===== src/rtl/rmii_receiver.sv =====
// RMII receive deserializer: gathers LSB-first dibits qualified by crs_dv into
// DATA_W-bit words and strobes each clean word out with a one-cycle done.
// Words that saw rx_er on any of their dibits are silently dropped.
module rmii_receiver #(
    parameter int DATA_W = 8
) (
    input  logic              clk,
    input  logic              rst_n,    // synchronous, active-high despite the name
    input  logic              rx_er,
    input  logic [1:0]        rx_d,
    input  logic              crs_dv,
    output logic [DATA_W-1:0] data_o,
    output logic              done
);

    localparam int NDIB = DATA_W / 2;
    localparam int CW   = (NDIB > 1) ? $clog2(NDIB) : 1;
    localparam logic [CW-1:0] LAST = CW'(NDIB - 1);

    logic [CW-1:0]     cnt;
    logic [DATA_W-1:0] shreg;
    logic              err;
    logic [DATA_W-1:0] word_nxt;
    logic              last_dib;
    logic              word_bad;

    // Word as it stands once the current dibit is dropped into its slot; on the
    // last dibit this is the complete word, so the output can load it directly.
    always_comb begin
        word_nxt                       = shreg;
        word_nxt[2*int'(cnt) +: 2]     = rx_d;
        last_dib                       = crs_dv && (cnt == LAST);
        word_bad                       = err || rx_er;
    end

    // Dibit counter, shift register and per-word error flag. Dropping crs_dv
    // discards any partial word so the next dibit realigns to bits [1:0].
    always_ff @(posedge clk) begin
        if (rst_n) begin
            cnt   <= '0;
            shreg <= '0;
            err   <= 1'b0;
        end else if (!crs_dv) begin
            cnt   <= '0;
            shreg <= '0;
            err   <= 1'b0;
        end else if (last_dib) begin
            cnt   <= '0;
            shreg <= '0;
            err   <= 1'b0;
        end else begin
            cnt   <= cnt + CW'(1);
            shreg <= word_nxt;
            err   <= word_bad;
        end
    end

    // Output register and strobe: only clean completed words reach data_o.
    always_ff @(posedge clk) begin
        if (rst_n) begin
            data_o <= '0;
            done   <= 1'b0;
        end else begin
            done <= 1'b0;
            if (last_dib && !word_bad) begin
                data_o <= word_nxt;
                done   <= 1'b1;
            end
        end
    end

endmodule


===== config.mk =====
export PLATFORM = sky130hd
export DESIGN_NAME = rmii_receiver
export DESIGN_NICKNAME = d
export VERILOG_FILES = /design/src/rtl/rmii_receiver.sv
export SDC_FILE = /design/constraint.sdc
export NUM_CORES = 1
export LEC_CHECK = 0
export ABC_AREA = 1
export BUFFER_PORTS_ARGS = -buffer_cell sky130_fd_sc_hd__buf_2
export CELL_PAD_IN_SITES_DETAIL_PLACEMENT = 0
export CELL_PAD_IN_SITES_GLOBAL_PLACEMENT = 1
export CORE_UTILIZATION = 30
export CTS_CLUSTER_DIAMETER = 200
export DETAILED_ROUTE_END_ITERATION = 10
export PLACE_DENSITY_LB_ADDON = 0.1
export SYNTH_ARGS = -nofsm -noshare
export SYNTH_HDL_FRONTEND = slang
export SYNTH_SLANG_ARGS = --single-unit

===== constraint.sdc =====
create_clock -name clk -period 1.6 [get_ports clk]
set_input_delay 0.16 -clock clk [delete_from_list [all_inputs] [get_ports clk]]
set_output_delay 0.16 -clock clk [all_outputs]
set_load 0.02 [all_outputs]

Yosys cells after proc, flatten, opt, wreduce, memory -nomap -nowiden
Cells that the tools add are included.

word-level totals
  bits of input ports = 6
  register bits = 20
  logic and storage cells = 18
  output and inout bits = 9

operators by class
  multiplexer cells = 2
  shift-type cells = 2
  reductions and logical operators = 5
  add/subtract/negate cells = 2
  equal/unequal tests = 1
  bitwise logic cells = 1

operators by type and width
  kind                                                  count
  negator 3 -> 33 bit                                   1
  variable shift 2 x 33 -> 8 bit, first input constant  1
  variable part select 2 x 33 -> 8 bit                  1
  bitwise mux 8 bit                                     1
  OR reduction 3 bit                                    1
  adder 2 x 1 -> 2 bit, second input constant           1
  equality test 2 bit, second input constant            1
  logical AND 1 bit                                     2
  zero test 1 bit                                       1
  logical OR 1 bit                                      1
  two-way mux 1 bit                                     1
  inverter 1 bit                                        1

Longest topological paths before layout
  depth in word-level cells = 4
  gate-level depth with buffers = 8
  gate-level depth less buffers = 8

Least setup slack after synthesis
No wires, ideal clock.

  path type = reg2reg
  start point = register cnt[0]
  end point = register shreg[6]
  library setup time = 54 ps
  data arrival time = 1,277 ps
  data required time = 1,546 ps
  period minus slack after synthesis = 1,331 ps
  stages on the path, launching flop included = 7
  setup slack = 269 ps
  path buffers = 0
  cells stage by stage = dfxtp_1 -> inv_1 -> ha_1 -> nor2_1 -> nand3_1 -> a21o_1 -> inv_2

on the way
  word-level cells in the longest chain between the ends = 3
  elaborated cells between the ends (all ways) = 7
  those cells by class = add/sub: 1; eq/ne: 1; shift: 2; mux: 1; reduce/logical: 2

RTL lines
  element                                                            RTL line  text
  from (decl)                                                        20        logic [CW-1:0] cnt;
  from (signal assigned)                                             52        cnt <= cnt + CW'(1);
  negator 3 -> 33 bit / equality test 2 bit (equally long branches)  31, 32
  variable part select 2 x 33 -> 8 bit (tied with other cells)       31        word_nxt[2*int'(cnt) +: 2] = rx_d;
  bitwise mux 8 bit / OR reduction 3 bit (equally long branches)     -
  to (signal assigned)                                               53        shreg <= word_nxt;
  to (decl)                                                          21        logic [DATA_W-1:0] shreg;

Several ways; a longest one is shown, not always the timed one.
A chain may end at the register's enable or synchronous reset.

Final worst setup path
Same ends and word-level chain as after synthesis.

==> results.md <==
Floorplanning:
- 15 I/O pins were placed.
- The initial core utilization is 0.3225.
- The placement row count is 19.
- The total area inside the core boundary comes to 2805 sq um.
- The die width is 56.91 um.
- The floorplan step defined a die boundary enclosing 3239 sq um.
- The die height is 56.91 um.

Routing:
- The routed layout has 778 vias.
- Detailed routing placed a total of 848 um of wire on met2.
- The detail route stage leaves a number of antenna-violating nets equal to 0.
- The wire length per cell after detailed routing is 10.08 um.
- Summed over all layers, the routed wires come to 1785 um.
- The routed length on met1 is 865 um.
- The first routing iteration left 28 violations.
- The via density per instance is 4.395.
- Summed over all nets, wire length on met3 after detailed routing comes to 53 um.
- The DRC violation count after routing is 2.
- The detailed router used layers up to and including met4.
- The number of detailed-route iterations in the first pass is 7.

Finish:
- Fill cells in the final layout number 315.
- The number of antenna diodes in the final layout is 0.
- After the last flow step, the layout net total stands at 158.
- The summed area of non-filler cells in the final layout is 1084 sq um.
- The most frequent standard cell in the layout excluding fill and tap cells is nand2_1.
- The area overhead of the layout relative to synthesis is 19.78%.
- In the final layout, the share of cells above drive strength 1 is 0.1918.
- The count of non-filler cells in the finished layout is 177.
- In the layout the commonest cells are nand2_1 (40), inv_1 (22), dfxtp_1 (20), nand3_1 (15), buf_2 (14).

Timing:
- Summed over all failing endpoints, the final setup total negative slack is 0 ps.
- Setup repair after global routing left no endpoint under its margin.
- The number of failing hold endpoints at the final stage is 0.
- The post-route fraction of the period consumed by the critical path is 0.8408.
- Derived from the worst setup path, the maximum achievable clock frequency is 0.7434 GHz.
- Measured against its own limit, the worst slew margin works out to 0.8636.
- The worst clock skew on the final layout is 8.867 ps.
- The final-report setup violation count is 0.
- The clock period minus final worst setup slack is 1345 ps.
- The max-slew violation count is 0.
- Setup slack closes at 254.8 ps.
- The measured slew at the worst slew-check pin is 204.2 ps.

Clock tree:
- The number of sinks handled by clock tree synthesis is 20.
- TritonCTS built the clock tree.
- The number of buffers added for setup after CTS is 0.
- The clock tree buffer depth is 2.
- The hold-fix buffer count after cts is 0.
- Post-CTS repair changed the size of 0 cells.
- In this run the number of H-tree levels came out at 1.
- The worst-skew pair later-pin latency is 300 ps.
- The clock edge transition at the registers on the reported setup and hold paths is 120 ps.
- The tree is rooted in a clkbuf_4.
- Counting the buffers created by CTS gives 3.

Yosys:
- The adder-cell share of the synthesized area is 0.06916.
- The post-synthesis compound-gate area fraction is 0.05256.
- The post-synthesis xor/xnor area fraction is 0.
- After technology mapping, the gate count stands at 126.
- Dividing the synthesized area by the synthesized cell count gives 7.180 sq um.
- Counting flops and latches in the post-synthesis netlist gives 20.
- For this run, the register share of the synthesized area comes to 0.4426.
- By area, the combinational part of the netlist is dominated by simple AND/OR/NAND/NOR gates.
- The count of synthesis-stage warnings from yosys is 0.
- The count of different cell masters after synthesis is 13.
- The multiplexer fraction of the synthesized cell area is 0.
- Summing every instance area after synthesis gives 904.6 sq um.
- The post-synth net total is 137.
- The simple-gate share of the synthesized area is 0.3264.

Worst setup path:
- The critical-path maximum fanout is 4.
- The critical path is of the flop to flop type.
- At the worst endpoint, the required time is 1870 ps.
- The startpoint type of the worst setup path is a flop.
- The arrival time reported for the critical path endpoint is 1610 ps.
- The nature of the critical path endpoint is a flop.

Placed design:
- The placer congestion estimate is 0.7633.
- The count of port buffers added during placement is 14.
- The estimated wirelength of the detail-placed design is 1369 um.
- The post-placement cell count is 173.
- OpenSTA, run right after detailed placement, puts the worst setup slack at 265.6 ps.
- The placed instance area is 1031 sq um.

Pwr:
- IR analysis of the VDD net gives a maximum drop of 0.3283 mV.
- The power per standard cell area is 919.2 nW/um^2.
- Of the total power, the share spent switching nets is 0.2138.
- The power share of the sequential group is 0.509.
- The cell-internal power is 0.7830 mW.
- For this design the total switching power over the nets is 0.2130 mW.
- The standby leakage power is 0.6225 nW.
- The share of total power dissipated in the clock network is 0.418.
- Of the total power, combinational logic draws 0.074.
- The overall power consumption is 0.9960 mW.

Worst hold path:
- The min-delay analysis places its worst path in the category primary input to flop.

Global routing:
- The initial antenna violation count is 0.
- The combined global-route utilization of all metal layers is 0.1285.
- The first global-routing pass estimated 3174 um of wire.
- The total overflow left after global routing is 0.
- The pin count of the biggest net entering global routing is 13.
- The number of global-route vias before repair is 731.

Run status:
- The run finished, with violations left.
- The checks that failed: design-rule violations.

Job:
- Max-cap violations in this run came to 0.
per-stage QoR:
stage | hold slack (ps) | util
2_1_floorplan | 328.0 | -
3_3_place_gp | 422.4 | 0.3675
3_5_place_dp | 446.9 | 0.3675
4_1_cts | 110.6 | 0.3863
5_1_grt | 112.0 | 0.3863
6_report | 119.8 | 0.3863
state kept, by name, indices dropped and copies added, names as in the netlist:
name,cells
cnt,2
data_o,8
done,1
err,1
shreg,8
layer usage:
layer | global-route usage | up-vias
li1 | - | 422
met5 | 0 | -
met3 | 0.02074 | 2
met4 | 0.06272 | 0
met1 | 0.1697 | 346
met2 | 0.2034 | 8
power by group through the flow:
stage | clock (mW) | combinational, mW | sequential [mW]
2_1_floorplan | 0 | 0.0462 | 0.520
5_1_grt | 0.457 | 0.0841 | 0.508
3_3_place_gp | 0 | 0.0745 | 0.518
3_5_place_dp | 0 | 0.0746 | 0.518
6_report | 0.416 | 0.0734 | 0.507
4_1_cts | 0.437 | 0.0756 | 0.507
critical path, cell delays in order, from the launching register on:
cell and delay [ps]:
dfxtp_1 370, inv_1 80, ha_1 340, nor2_1 170
nand3_1 130, a21o_1 180, inv_2 40
cell type report:
class,instances,area [sq um],share of cell area
multi-input combinational,80,405.4,0.3741
sequential,20,400.4,0.3695
inverter,25,93.84,0.08661
timing repair buffer,17,92.59,0.08545
tap,31,38.79,0.03580
clock inverter,1,30.03,0.02771
clock buffer,3,22.52,0.02079
cell families (layout without fill, tap and decap cells):
kind of cell    Yosys count  in the layout
buf+inv                  26             46
fa+ha+maj                 5              5
compound gates            9              9
flops                    20             20
simple gates             66             66
worst paths after layout:
check | startpoint | endpoint | slack [ps] | cells past startpoint
min reg2reg | err | err | 480 | 2
max reg2reg | cnt[0] | shreg[6] | 250 | 6
min | rx_er | err | 120 | 3
max | cnt[0] | shreg[6] | 250 | 6
synth_stat cells:
cell	n	area, sq um
inv_1	22	82.58
nor2_1	7	26.28
buf_2	1	5.000
dfxtp_1	20	400.4
a21o_1	1	7.510
inv_2	3	11.26
nand2_1	40	150.1
ha_1	5	62.56
nand3_1	15	75.07
nand2_4	1	11.26
a21oi_1	8	40.04
nor2_8	1	20.02
nand2_2	2	12.51
Note: power is estimated with default switching activity, not from simulation.
